===== config.mk =====
export PLATFORM = sky130hd
export DESIGN_NAME = sigma_delta_modulator
export DESIGN_NICKNAME = d
export VERILOG_FILES = /design/src/rtl/sigma_delta_modulator.sv
export SDC_FILE = /design/constraint.sdc
export NUM_CORES = 1
export LEC_CHECK = 0
export BUFFER_PORTS_ARGS = -buffer_cell sky130_fd_sc_hd__buf_2
export CAP_MARGIN = 20
export CORE_AREA = 4 4 140 142
export DETAILED_ROUTE_END_ITERATION = 8
export DIE_AREA = 0 0 144 146
export PLACE_DENSITY = 0.57
export SYNTH_ARGS = -nofsm -noshare
export SYNTH_HDL_FRONTEND = slang
export SYNTH_SLANG_ARGS = --single-unit

===== constraint.sdc =====
create_clock -name clk_i -period 27.3 [get_ports clk_i]
set_clock_uncertainty 0.05 [all_clocks]
set_input_delay 6.825 -clock clk_i [delete_from_list [all_inputs] [get_ports clk_i]]
set_output_delay 6.825 -clock clk_i [all_outputs]
set_load 0.01 [all_outputs]

===== src/rtl/sigma_delta_modulator.sv =====
// -----------------------------------------------------------------------------
// sigma_delta_modulator
//
// Second-order error-feedback sigma-delta modulator with a 9-level quantizer.
// It turns a signed PCM stream into codes in {-8,-6,...,+6,+8}, which drive
// the switching-tree x_in_i. The feedback is the previous code scaled by 4096,
// so a full-scale code of 8 matches a PCM value of 32768.
//
// Ports
//   clk_i        in   1            single clock, rising edge
//   reset_i      in   1            synchronous, active-high reset
//   din_i        in   INPUT_WIDTH  signed PCM sample
//   din_valid_i  in   1            din_i qualifier, one sample per cycle
//   clear_i      in   1            clears overload_o / ovl_cnt_o only
//   x_q_o        out  INPUT_WIDTH  signed quantized code
//   x_q_valid_o  out  1            one-cycle strobe per new x_q_o
//   overload_o   out  1            sticky overload flag
//   ovl_cnt_o    out  8            saturating overload event count
//
// Optional feature
//   SDM_DITHER_EN  when defined, a 16-bit LFSR adds +/-1 dither to the
//                  quantizer input. The stored integrator is not changed.
// -----------------------------------------------------------------------------
package lib_switchblock_pkg;
  localparam int SWB_DATA_WIDTH = 16;
endpackage

module sigma_delta_modulator
  import lib_switchblock_pkg::*;
#(
  parameter int INPUT_WIDTH = SWB_DATA_WIDTH,
  parameter int INT_WIDTH   = 24
) (
  input  logic                   clk_i,
  input  logic                   reset_i,
  input  logic [INPUT_WIDTH-1:0] din_i,
  input  logic                   din_valid_i,
  input  logic                   clear_i,
  output logic [INPUT_WIDTH-1:0] x_q_o,
  output logic                   x_q_valid_o,
  output logic                   overload_o,
  output logic [7:0]             ovl_cnt_o
);

  // Two guard bits hold the sum of three INT_WIDTH-wide signed terms exactly.
  localparam int SW = INT_WIDTH + 2;

  localparam logic signed [INT_WIDTH-1:0] INT_MAX   = {1'b0, {(INT_WIDTH-1){1'b1}}};
  localparam logic signed [INT_WIDTH-1:0] INT_MIN   = {1'b1, {(INT_WIDTH-1){1'b0}}};
  localparam logic signed [SW-1:0]        HALF_STEP = SW'(4096);
  localparam logic signed [SW-1:0]        LVL_MAX   = SW'(4);
  localparam logic signed [SW-1:0]        LVL_MIN   = SW'(-4);

  logic signed [INT_WIDTH-1:0] i1_q, i1_d;
  logic signed [INT_WIDTH-1:0] i2_q, i2_d;
  logic signed [4:0]           q_q, q_d;        // code in -8..+8
  logic                        x_q_valid_q, x_q_valid_d;
  logic                        overload_q, overload_d;
  logic [7:0]                  ovl_cnt_q, ovl_cnt_d;

  logic signed [17:0]          fb;
  logic signed [SW-1:0]        sum1, sum2, qin, lvl, lvl_c;
  logic signed [INT_WIDTH-1:0] i1n, i2n;
  logic                        ovf1, ovf2, lvl_ovf, ovl_event;

`ifdef SDM_DITHER_EN
  localparam logic signed [SW-1:0] DITHER_P = SW'(1);
  localparam logic signed [SW-1:0] DITHER_N = SW'(-1);
  logic [15:0] lfsr_q, lfsr_d;
`endif

  always_comb begin
    // NOTE: every combinational output gets a default first so no path
    // leaves it unassigned; that is what keeps latches from being inferred.
    i1_d        = i1_q;
    i2_d        = i2_q;
    q_d         = q_q;
    x_q_valid_d = 1'b0;
    overload_d  = overload_q;
    ovl_cnt_d   = ovl_cnt_q;

    fb = {q_q[4], q_q, 12'd0};  // q_prev * 4096, sign-extended to 18 bits

    // A sum fits the integrator when its top three bits agree; otherwise
    // clamp toward its sign rather than wrap.
    sum1 = SW'(i1_q) + SW'($signed(din_i)) - SW'(fb);
    ovf1 = sum1[SW-1:INT_WIDTH-1] != {(SW-INT_WIDTH+1){sum1[SW-1]}};
    i1n  = ovf1 ? (sum1[SW-1] ? INT_MIN : INT_MAX) : sum1[INT_WIDTH-1:0];

    sum2 = SW'(i2_q) + SW'(i1n) - SW'(fb);
    ovf2 = sum2[SW-1:INT_WIDTH-1] != {(SW-INT_WIDTH+1){sum2[SW-1]}};
    i2n  = ovf2 ? (sum2[SW-1] ? INT_MIN : INT_MAX) : sum2[INT_WIDTH-1:0];

`ifdef SDM_DITHER_EN
    lfsr_d = lfsr_q;
    qin    = SW'(i2n) + (lfsr_q[0] ? DITHER_P : DITHER_N);
`else
    qin    = SW'(i2n);
`endif

    // Level = floor((qin + 4096) / 8192); the code is twice the level.
    lvl     = (qin + HALF_STEP) >>> 13;
    lvl_ovf = (lvl > LVL_MAX) || (lvl < LVL_MIN);
    lvl_c   = (lvl > LVL_MAX) ? LVL_MAX : ((lvl < LVL_MIN) ? LVL_MIN : lvl);

    ovl_event = din_valid_i && (ovf1 || ovf2 || lvl_ovf);

    if (din_valid_i) begin
      i1_d        = i1n;
      i2_d        = i2n;
      q_d         = {lvl_c[3:0], 1'b0};
      x_q_valid_d = 1'b1;
`ifdef SDM_DITHER_EN
      lfsr_d      = {lfsr_q[14:0], lfsr_q[15] ^ lfsr_q[13] ^ lfsr_q[12] ^ lfsr_q[10]};
`endif
    end

    // A clear in the same cycle as an event wins and the event is dropped.
    if (clear_i) begin
      overload_d = 1'b0;
      ovl_cnt_d  = 8'd0;
    end else if (ovl_event) begin
      overload_d = 1'b1;
      if (ovl_cnt_q != 8'hFF) ovl_cnt_d = ovl_cnt_q + 8'd1;
    end
  end

  always_ff @(posedge clk_i) begin
    // NOTE: state registers use non-blocking assignments so every flop
    // samples the pre-edge values regardless of statement order.
    if (reset_i) begin
      i1_q        <= '0;
      i2_q        <= '0;
      q_q         <= '0;
      x_q_valid_q <= 1'b0;
      overload_q  <= 1'b0;
      ovl_cnt_q   <= 8'd0;
    end else begin
      i1_q        <= i1_d;
      i2_q        <= i2_d;
      q_q         <= q_d;
      x_q_valid_q <= x_q_valid_d;
      overload_q  <= overload_d;
      ovl_cnt_q   <= ovl_cnt_d;
    end
  end

`ifdef SDM_DITHER_EN
  always_ff @(posedge clk_i) begin
    if (reset_i) lfsr_q <= 16'hACE1;
    else         lfsr_q <= lfsr_d;
  end
`endif

  // x_q_o and q_prev always carry the same value, so one register serves both.
  assign x_q_o       = INPUT_WIDTH'(q_q);
  assign x_q_valid_o = x_q_valid_q;
  assign overload_o  = overload_q;
  assign ovl_cnt_o   = ovl_cnt_q;

endmodule


==> results.py <==
metrics = {
    "run_status": {
        "status": "complete, no violations",
    },
    "placed_design": {
        "hpwlAfterDp_mm": 14.4,
        "port_buffers": 44,
        "post-place-ws_ns": 11.24,
        "finalWeightedCongestion": 0.965,
        "place_inst": 1214,
    },
    "cts": {
        "cts-root-buf": "clkbuf_16",
        "path_clk_slew_ns": 0.06,
        "cts_setup_buffers": 0,
        "clkLatencyLatePin_ns": 0.34,
        "post_cts_resize_count": 0,
        "cts.hold.buffers_added": 0,
        "cts_buffer_depth": 2,
        "numCtsBuffers": 9,
        "cts_tree": "done",
        "cts_num_sinks": 62,
        "htree_levels": 3,
    },
    "floorplanning": {
        "start_util_pct": 39.3,
        "rows": 50,
        "core_um2": 18500,
        "die-area_um2": 21000,
        "ios": 46,
        "die_y_um": 146,
        "die_x_um": 144,
    },
    "logic_synthesis": {
        "synth-adder-area-share_pct": 19.2,
        "syn_area_um2": 7250,
        "postSynth.asyncResetShare_pct": 0,
        "synth_mux_area_share_pct": 1.55,
        "synthCells": 982,
        "synth-compound-area-share_pct": 24.9,
        "synth-edff-count": 0,
        "ys_ff_latch": 62,
        "synth-warning-count": 0,
        "synth_top_family_by_area": "compound AO/OA/AOI/OAI gates",
        "synthSimpleGateAreaFrac_pct": 19.1,
        "synth_seq_area_share_pct": 17.1,
        "yosysUniqueCellTypes": 78,
        "synth_xor_area_share_pct": 5.59,
        "syn_avg_cell_area_um2": 7.38,
        "synthesis.nets": 1100,
        "ys.flop_type": "dfxtp_1",
    },
    "worst_setup_path": {
        "cp-start-kind": "input pin",
        "slowest_delay_ns": 0.76,
        "cpMaxStageDelayCell": "or3_1",
        "critPathMaxFanout": 25,
        "end_kind": "flip-flop",
        "crit_top_cell": "a21oi_1",
        "critPathRequiredTime_ns": 27.45,
        "crit_type": "in -> reg",
        "worstRegToRegCells": 32,
        "worstPathArrival_ns": 15.91,
        "rrSetupSlack_ns": 17.56,
    },
    "detailed_routing": {
        "vias_per_cell": 5.38,
        "vias": 6616,
        "dr.pass1.iters": 7,
        "antenna_left": 0,
        "drc": 0,
        "drt_wl_total_mm": 18.5,
        "wl_per_cell_um": 15.0,
        "dr.first_iter.drc_count": 358,
    },
    "sta": {
        "worst_slack_ns": 11.53,
        "max_freq_ghz": 0.0634,
        "hold_viol": 0,
        "slew_violations": 0,
        "rsz0062_at_grt": "false",
        "maxSlewHeadroom_pct": 39.4,
        "setup-violations-final": 0,
        "finalSetupTns_ns": 0,
        "worst_pin_slew_ns": 0.886,
        "fin_crit_ns": 15.77,
        "min_period_over_period_pct": 57.8,
    },
    "worst_hold_path": {
        "min_delay_path_depth": 1,
        "hold_class": "reg -> reg",
    },
    "global_routing": {
        "grt_overflow_total": 0,
        "grt_pass1_wl_mm": 30.5,
        "grt_max_degree": 75,
        "antenna_found_initial": 0,
        "grt_pass1_vias": 6171,
        "grt.total_usage_pct": 17.5,
    },
    "final_layout": {
        "final_cells": 1230,
        "antennaDiodeCount": 0,
        "layout-drive-gt1-share_pct": 8.94,
        "fin_util_pct": 42.4,
        "syn_to_final_growth_pct": 7.97,
        "nets": 1109,
    },
    "run": {
        "maxCapViolations": 0,
    },
}
-- final cells by class --
class                           instances  area [µm²]
Clock buffer                           14         294
Clock inverter                          2        12.5
Fill cell                            1925       10600
Inverter                              168         631
Multi-Input combinational cell        701        5100
Sequential cell                        62        1240
Tap cell                              234         293
Timing Repair Buffer                   49         258
-- worst max-delay path: cells and delay by family --
family	cells	cell delay (ns)
simple gates	12	3.47
compound gates	11	2.81
fa+ha+maj	5	1.81
buf+inv	4	0.66
mux	1	0.29
-- per-stage QoR --
step | cell area, µm² | hold WS, ns
CTS | 7830 | 0.427
global placement | 7520 | 0.409
floorplan | 7250 | 0.403
detailed placement | 7520 | 0.415
finish | 7830 | 0.422
global route | 7830 | 0.439
-- synth_stat cells (13+ instances only) --
cell type  number  area share (%)
nand3_1        28             1.9
nand4_1        13             1.1
xnor2_1        26             3.1
fa_1           22             6.1
dfxtp_1        62              17
nand2_1        56             2.9
buf_4          17             1.8
a21o_1         19             2.0
clkbuf_1       23             1.2
a21oi_1       107             7.4
o21ai_0        29             2.0
inv_1         167             8.6
ha_1           76              13
nor2_1         82             4.2
nand2b_1       14             1.2
nor3_1         23             1.6
a211oi_1       34             3.5
-- state kept, by name, summed over array words and instances (netlist names) --
name and flops:
overload_o 1, q_q 4, i2_q 24, i1_q 24, x_q_valid_o 1, ovl_cnt_o 8
-- cell usage in the layout, fill, tap and decap left out, types with 7 or more instances in the layout --
cell       synthesis  routed
dfxtp_1           62      62
a31oi_1            7       7
clkbuf_16          0       9
o21ai_0           29      29
buf_2              7      44
nor2_1            82      82
nand2b_1          14      14
xnor2_1           26      26
o21a_1             9       9
o211ai_1          11      11
nand3_1           28      28
nand4_1           13      13
o21ai_1           12      12
nor3_1            23      23
inv_1            167     167
or3_1              8       8
a211oi_1          34      34
a21o_1            19      19
fa_1              22      22
a21oi_1          107     107
ha_1              76      76
mux2i_1            9       9
nand2_1           56      56
xor2_1            12      12
-- routing by layer --
| layer | global-route usage [%] | vias to the layer above | routed length, µm |
|---|---|---|---|
| met2 | 27.1 | 167 | 8080 |
| li1 | - | 3403 | - |
| met3 | 2.43 | 27 | 814 |
| met1 | 25.3 | 3019 | 9270 |
| met4 | 4.85 | 0 | 302 |
| met5 | 0 | - | 0 |
-- worst paths after layout --
path | start | to
setup / recovery | din_i[15] | ovl_cnt_o[7]$_SDFFE_PP0P_
setup reg to reg | q_q[4]$_SDFFE_PP0P_ | ovl_cnt_o[7]$_SDFFE_PP0P_
hold reg to reg | overload_o$_SDFFE_PP0P_ | overload_o$_SDFFE_PP0P_
hold / removal | overload_o$_SDFFE_PP0P_ | overload_o$_SDFFE_PP0P_
-- cell families (layout without fill, tap and decap cells) --
family,Yosys count,after routing
and+or+nand+nor,272,272
DFF,62,62
xor gates and xnor gates,41,41
muxes,11,11
buffers and inverters,219,233
other,1,1
AOI/OAI and AO/OA,278,278
adders and majority gates,98,98
Power is left out: the tool's default activity adds up to more than one toggle a clock period on the data nets, which glitch-free logic cannot reach.
